File: src/rtl/key_debounce_pkg.sv
// rtl/key_debounce_pkg.sv - shared state encoding and timing defaults for key_debounce
//
// Purpose : state encoding for the debounce FSM, default timing constants,
//           and a helper that sizes the shared counter.
// Contents: state_e, DEF_DEBOUNCE_N, DEF_REPEAT_DELAY, DEF_REPEAT_PERIOD, max3()

package key_debounce_pkg;

  // Fixed 3-bit encoding so the state can be probed or compared externally.
  typedef enum logic [2:0] {
    ST_IDLE         = 3'd0,
    ST_PRESS_WAIT   = 3'd1,
    ST_HELD         = 3'd2,
    ST_REPEAT       = 3'd3,
    ST_RELEASE_WAIT = 3'd4
  } state_e;

  // Defaults sized for a 50 MHz clock: 10 ms debounce, 0.5 s delay, 10 Hz repeat.
  localparam int unsigned DEF_DEBOUNCE_N    = 500000;
  localparam int unsigned DEF_REPEAT_DELAY  = 25000000;
  localparam int unsigned DEF_REPEAT_PERIOD = 5000000;

  // Largest of three values; the single counter must reach every terminal.
  function automatic int unsigned max3(input int unsigned a,
                                       input int unsigned b,
                                       input int unsigned c);
    int unsigned m;
    m = a;
    if (b > m) m = b;
    if (c > m) m = c;
    return m;
  endfunction

endpackage

File: src/rtl/key_debounce_sync2.sv
// rtl/key_debounce_sync2.sv - two-flop synchroniser for an asynchronous button input
//
// Purpose : brings an asynchronous level into the clk domain. Kept as a
//           separate module so other buttons can reuse it.
// Ports   : clk - system clock
//           rst - synchronous, active-high reset (both flops to 0)
//           d   - asynchronous input level
//           q   - synchronised level, two clk edges behind d

module sync2 (
  input  logic clk,
  input  logic rst,
  input  logic d,
  output logic q
);

  logic s1_q;
  logic s2_q;

  always_ff @(posedge clk) begin
    if (rst) begin
      s1_q <= 1'b0;
      s2_q <= 1'b0;
    end else begin
      s1_q <= d;
      s2_q <= s1_q;
    end
  end

  assign q = s2_q;

endmodule

File: src/rtl/key_debounce.sv
// rtl/key_debounce.sv - push-button conditioner producing one clean ld pulse per press
//
// Purpose : synchronises a raw key, debounces press and release, and
//           optionally auto-repeats while the key is held. ld drives the
//           counter's load/count input directly.
// Ports   : clk       - system clock
//           rst       - synchronous, active-high reset
//           key_in    - raw button, asynchronous, active-high
//           repeat_en - enables auto-repeat (synchronous level)
//           ld        - one-cycle count pulse, registered
//           pressed   - debounced key level, registered
//           repeating - high while the FSM is auto-repeating, registered

module key_debounce
  import key_debounce_pkg::*;
#(
  parameter int unsigned DEBOUNCE_N    = DEF_DEBOUNCE_N,
  parameter int unsigned REPEAT_DELAY  = DEF_REPEAT_DELAY,
  parameter int unsigned REPEAT_PERIOD = DEF_REPEAT_PERIOD
) (
  input  logic clk,
  input  logic rst,
  input  logic key_in,
  input  logic repeat_en,
  output logic ld,
  output logic pressed,
  output logic repeating
);

  // One counter serves all timed states; it only ever reaches terminal-1 of
  // the largest interval, so $clog2 of that interval is enough bits.
  localparam int unsigned CNT_MAX = max3(DEBOUNCE_N, REPEAT_DELAY, REPEAT_PERIOD);
  localparam int unsigned CNT_W   = (CNT_MAX > 2) ? $clog2(CNT_MAX) : 1;

  localparam logic [CNT_W-1:0] DEB_LAST = CNT_W'(DEBOUNCE_N - 1);
  localparam logic [CNT_W-1:0] DLY_LAST = CNT_W'(REPEAT_DELAY - 1);
  localparam logic [CNT_W-1:0] PER_LAST = CNT_W'(REPEAT_PERIOD - 1);

  logic             key_s2;
  state_e           state_q;
  logic [CNT_W-1:0] cnt_q;
  logic [CNT_W-1:0] cnt_inc_d;
  logic             ld_q;
  logic             pressed_q;
  logic             repeating_q;

  sync2 u_sync2 (
    .clk (clk),
    .rst (rst),
    .d   (key_in),
    .q   (key_s2)
  );

  assign cnt_inc_d = cnt_q + CNT_W'(1);

  // In every timed state the key level is tested before the terminal count,
  // so a key change coinciding with a terminal suppresses the pulse.
  always_ff @(posedge clk) begin
    if (rst) begin
      state_q     <= ST_IDLE;
      cnt_q       <= '0;
      ld_q        <= 1'b0;
      pressed_q   <= 1'b0;
      repeating_q <= 1'b0;
    end else begin
      ld_q <= 1'b0;
      case (state_q)
        ST_IDLE: begin
          if (key_s2) begin
            state_q <= ST_PRESS_WAIT;
            cnt_q   <= '0;
          end
        end

        ST_PRESS_WAIT: begin
          if (!key_s2) begin
            state_q <= ST_IDLE;
            cnt_q   <= '0;
          end else if (cnt_q == DEB_LAST) begin
            state_q   <= ST_HELD;
            cnt_q     <= '0;
            pressed_q <= 1'b1;
            ld_q      <= 1'b1;
          end else begin
            cnt_q <= cnt_inc_d;
          end
        end

        ST_HELD: begin
          if (!key_s2) begin
            state_q <= ST_RELEASE_WAIT;
            cnt_q   <= '0;
          end else if (repeat_en) begin
            if (cnt_q == DLY_LAST) begin
              state_q     <= ST_REPEAT;
              cnt_q       <= '0;
              ld_q        <= 1'b1;
              repeating_q <= 1'b1;
            end else begin
              cnt_q <= cnt_inc_d;
            end
          end else begin
            // Disabling repeat restarts the full delay when it is re-enabled.
            cnt_q <= '0;
          end
        end

        ST_REPEAT: begin
          if (!key_s2) begin
            state_q     <= ST_RELEASE_WAIT;
            cnt_q       <= '0;
            repeating_q <= 1'b0;
          end else if (!repeat_en) begin
            state_q     <= ST_HELD;
            cnt_q       <= '0;
            repeating_q <= 1'b0;
          end else if (cnt_q == PER_LAST) begin
            cnt_q <= '0;
            ld_q  <= 1'b1;
          end else begin
            cnt_q <= cnt_inc_d;
          end
        end

        ST_RELEASE_WAIT: begin
          // A return to high here is release bounce: back to HELD, no pulse.
          if (key_s2) begin
            state_q <= ST_HELD;
            cnt_q   <= '0;
          end else if (cnt_q == DEB_LAST) begin
            state_q   <= ST_IDLE;
            cnt_q     <= '0;
            pressed_q <= 1'b0;
          end else begin
            cnt_q <= cnt_inc_d;
          end
        end

        default: begin
          state_q     <= ST_IDLE;
          cnt_q       <= '0;
          pressed_q   <= 1'b0;
          repeating_q <= 1'b0;
        end
      endcase
    end
  end

  assign ld        = ld_q;
  assign pressed   = pressed_q;
  assign repeating = repeating_q;

endmodule

File: config.mk
export PLATFORM = sky130hd
export DESIGN_NAME = key_debounce
export DESIGN_NICKNAME = d
export VERILOG_FILES = /design/src/rtl/key_debounce_pkg.sv /design/src/rtl/key_debounce_sync2.sv /design/src/rtl/key_debounce.sv
export SDC_FILE = /design/constraint.sdc
export NUM_CORES = 1
export LEC_CHECK = 0
export ABC_AREA = 1
export CAP_MARGIN = 20
export CORE_ASPECT_RATIO = 0.8
export CORE_UTILIZATION = 55
export CTS_CLUSTER_DIAMETER = 50
export DETAILED_ROUTE_END_ITERATION = 10
export PLACE_DENSITY_LB_ADDON = 0.25
export SLEW_MARGIN = 10
export SYNTH_ARGS = -nofsm -noshare
export SYNTH_HDL_FRONTEND = slang
export SYNTH_HIERARCHICAL = 1
export SYNTH_SLANG_ARGS = --single-unit
export TNS_END_PERCENT = 100
File: constraint.sdc
create_clock -name clk -period 3.8 [get_ports clk]
set_input_delay 0.95 -clock clk [delete_from_list [all_inputs] [get_ports clk]]
set_output_delay 0.95 -clock clk [all_outputs]
set_load 0.05 [all_outputs]
==> reports/results.tsv <==
stage	metric	value	unit
clock_tree	cts.clk_slew.worst_paths	0.07	ns
synthesis	yosysWarningCount	6	
routing	wl_per_cell	13.4	um
placed_design	gp_congestion	1.04	
routing	drtIter0Drc	342	
setup_path	r2r-start	cnt_q[0]$_SDFFE_PP0N_	
synthesis	synth.net_count	454	
clock_tree	cts_resized	0	
finish	multi_input_area	1670	um2
routing	drc	0	
pwr	powerDensity	401	nW/um2
synthesis	ys_seq_area_share	25.1	%
setup_path	arrival	1.44	ns
setup_path	end_kind	primary output	
routing	detail-route-antenna-nets	0	
clock_tree	cts_buffer_depth	2	
worst_hold_path	hold_path_class	reg -> reg	
setup_path	reg2reg_depth	10	
synthesis	netlist_area	2630	um2
sta	tightest_slew	0.488	ns
floorplanning	io_pins	7	
sta	holdWs	0.406	ns
setup_path	cpPeakStageDelay	0.80	ns
setup_path	crit_chain	clkdlybuf4s50_1	
floorplanning	dieArea	5060	um2
clock_tree	numCtsBuffers	5	
worst_hold_path	worstHoldPathCells	2	
floorplanning	initial_utilization	57.2	%
clock_tree	post_cts_buffers	0	
clock_tree	cts_tree	done	
grt	track_usage	29.2	%
sta	fin_crit	2.39	ns
routing	drt-total-wl	6910	um
finish	antenna_cells	0	
setup_path	reg2reg_slack	1.67	ns
floorplanning	rows	22	
sta	period_share	62.9	%
worst_hold_path	hold_end	u_sync2/q$_SDFF_PP0_	
routing	num_vias	2823	
finish	seqCellArea	661	um2
sta	fin_setup_tns	0	ns
sta	fmax	418	MHz
grt	grt_overflow_total	0	
setup_path	path_buf_inv	1	
finish	layout.nets	459	
setup_path	critPathLaunchType	register	
grt	grt_pass1_vias	2401	
synthesis	syn_inst	449	
floorplanning	core_area	4600	um2
sta	hold_viol_final	0	
setup_path	crit_required	2.85	ns
synthesis	synth_area_per_cell	5.86	um2
finish	drive_gt1_share	13.8	%
setup_path	path_class	reg -> out	
sta	setup_viol	0	
clock_tree	htree_num_levels	2	
finish	syn_to_final_growth	7.52	%
routing	dr.pass1.iters	5	
finish	nFillCells	441	
run	maxCapViolations	0	
floorplanning	die_w	79.3	um
pwr	p_leak	1.13	nW
floorplanning	fp.dieH	63.9	um
sta	grt_setup_unrepaired	no	
clock_tree	cts.sinks	33	
grt	grt_pass1_wl	11400	um
placed_design	hpwl	5050	um
setup_path	critical_path.top_delay_family	buffers and inverters	
clock_tree	hold_buffers	0	
synthesis	synth_seq_cells	33	
pwr	vdd_drop_max	0.259	mV
sta	slew_headroom	67.4	%
sta	finalClockSkew	0.00735	ns
clock_tree	clock_latency	0.30	ns
routing	post_drt_via_cell_ratio	5.48	
setup_path	r2r_end	cnt_q[0]$_SDFFE_PP0N_	
placed_design	portBuffers	6	
outcome	run_status	finished, final reports clean	
worst_hold_path	min-delay-start	u_sync2/s1_q$_SDFF_PP0_	
sta	slew_violations	0	
setup_path	critical_path.max_fanout	2	
synthesis	ys_types	34	
clock_tree	cts-root-buf	clkbuf_8	
grt	antenna_found_initial	0	
grt	grt_start_max_net_pins	24	
setup_path	crit_slowest_cell	clkdlybuf4s50_1	
cells in the mapped netlist:
master | instances | area, um2
a31oi_1 | 1 | 6.26
nand4_1 | 4 | 25.0
nand3_1 | 29 | 145
inv_1 | 60 | 225
nor2_1 | 91 | 342
nor3_2 | 3 | 30.0
nand2_2 | 18 | 113
buf_6 | 2 | 22.5
o21ai_1 | 1 | 5.00
a211oi_1 | 1 | 7.51
a21oi_1 | 22 | 110
clkbuf_1 | 2 | 7.51
buf_2 | 5 | 25.0
o21bai_2 | 1 | 11.3
o21a_1 | 1 | 7.51
nor2_2 | 4 | 25.0
nor3_4 | 1 | 16.3
dfxtp_1 | 33 | 661
nand3_4 | 2 | 35.0
nand2_1 | 123 | 462
and3_1 | 1 | 6.26
ha_1 | 1 | 12.5
dlymetal6s2s_1 | 1 | 12.5
a21oi_2 | 7 | 61.3
o21ai_2 | 8 | 70.1
nand3_2 | 2 | 20.0
xor2_1 | 3 | 26.3
inv_2 | 3 | 11.3
o21ai_0 | 7 | 35.0
nor3b_1 | 1 | 7.51
a32oi_1 | 1 | 8.76
o31ai_1 | 1 | 7.51
nor2_4 | 4 | 45.0
nor3_1 | 5 | 25.0
per-stage QoR:
step / util, % / area (um2) / power [mW] / instances / setup slack (ns)
2_1_floorplan: - / 2630 / 0.707 / 449 / 2.02
3_3_place_gp: 59.0 / 2710 / 0.784 / 507 / 1.24
3_5_place_dp: 59.0 / 2710 / 0.787 / 507 / 1.18
4_1_cts: 61.5 / 2830 / 1.13 / 515 / 1.40
5_1_grt: 61.5 / 2830 / 1.19 / 515 / 1.35
6_report: 61.5 / 2830 / 1.13 / 515 / 1.41
registers in the layout (all words and copies together) (netlist names):
signal / cells
u_sync2/q: 1
repeating: 1
pressed: 1
u_sync2/s1_q: 1
state_q: 3
ld: 1
cnt_q: 25
placed cells by master (no fill, tap or decap), types with 5 or more instances in the layout:
cell type | synthesis | routed
nand2_1 | 123 | 123
nor2_1 | 91 | 91
inv_1 | 60 | 60
dfxtp_1 | 33 | 33
nand3_1 | 29 | 29
a21oi_1 | 22 | 22
nand2_2 | 18 | 18
o21ai_2 | 8 | 8
a21oi_2 | 7 | 7
o21ai_0 | 7 | 7
clkdlybuf4s50_1 | 0 | 6
nor3_1 | 5 | 5
clkbuf_8 | 0 | 5
report_power, final:
part	internal (mW)	leakage (nW)	switching, mW
Clock	0.196	0.0543	0.156
Combinational	0.0997	0.806	0.285
Sequential	0.364	0.267	0.0322
per-layer routing:
metal	track usage [%]	share of wire [%]	vias up
li1	-	-	1404
met2	42.0	43	142
met3	5.43	9.5	16
met4	10.9	2.0	0
met5	0	0	-
met1	42.7	45	1261
final cells by class:
class | count | share of cell area (%)
Clock buffer | 5 | 2.43
Clock inverter | 3 | 1.64
Inverter | 63 | 8.36
Multi-Input combinational cell | 343 | 58.9
Sequential cell | 33 | 23.4
Tap cell | 60 | 2.65
Timing Repair Buffer | 8 | 2.65
how the worst max path moves through the flow:
stage,slack [ns],cells after the start,to,startpoint
final,1.41,1,pressed,pressed$_SDFFE_PP0P_
after global routing,1.35,9,cnt_q[0]$_SDFFE_PP0N_,repeat_en
after CTS,1.40,1,pressed,pressed$_SDFFE_PP0P_
after detailed placement,1.18,9,cnt_q[0]$_SDFFE_PP0N_,repeat_en
after global placement,1.24,9,cnt_q[16]$_SDFFE_PP0N_,repeat_en
after floorplan,2.02,9,cnt_q[16]$_SDFFE_PP0N_,repeat_en
logic make-up after synthesis:
kind of cell             Yosys count  synth area share (%)
AND/OR/NAND/NOR                  288                  49.3
AO/OA/AOI/OAI                     51                  12.6
adder cells (fa/ha/maj)            1                 0.476
flip-flops                        33                  25.1
buffers and inverters             73                  11.6
XOR/XNOR                           3                 0.999
Note: power is estimated with default switching activity, not from simulation.
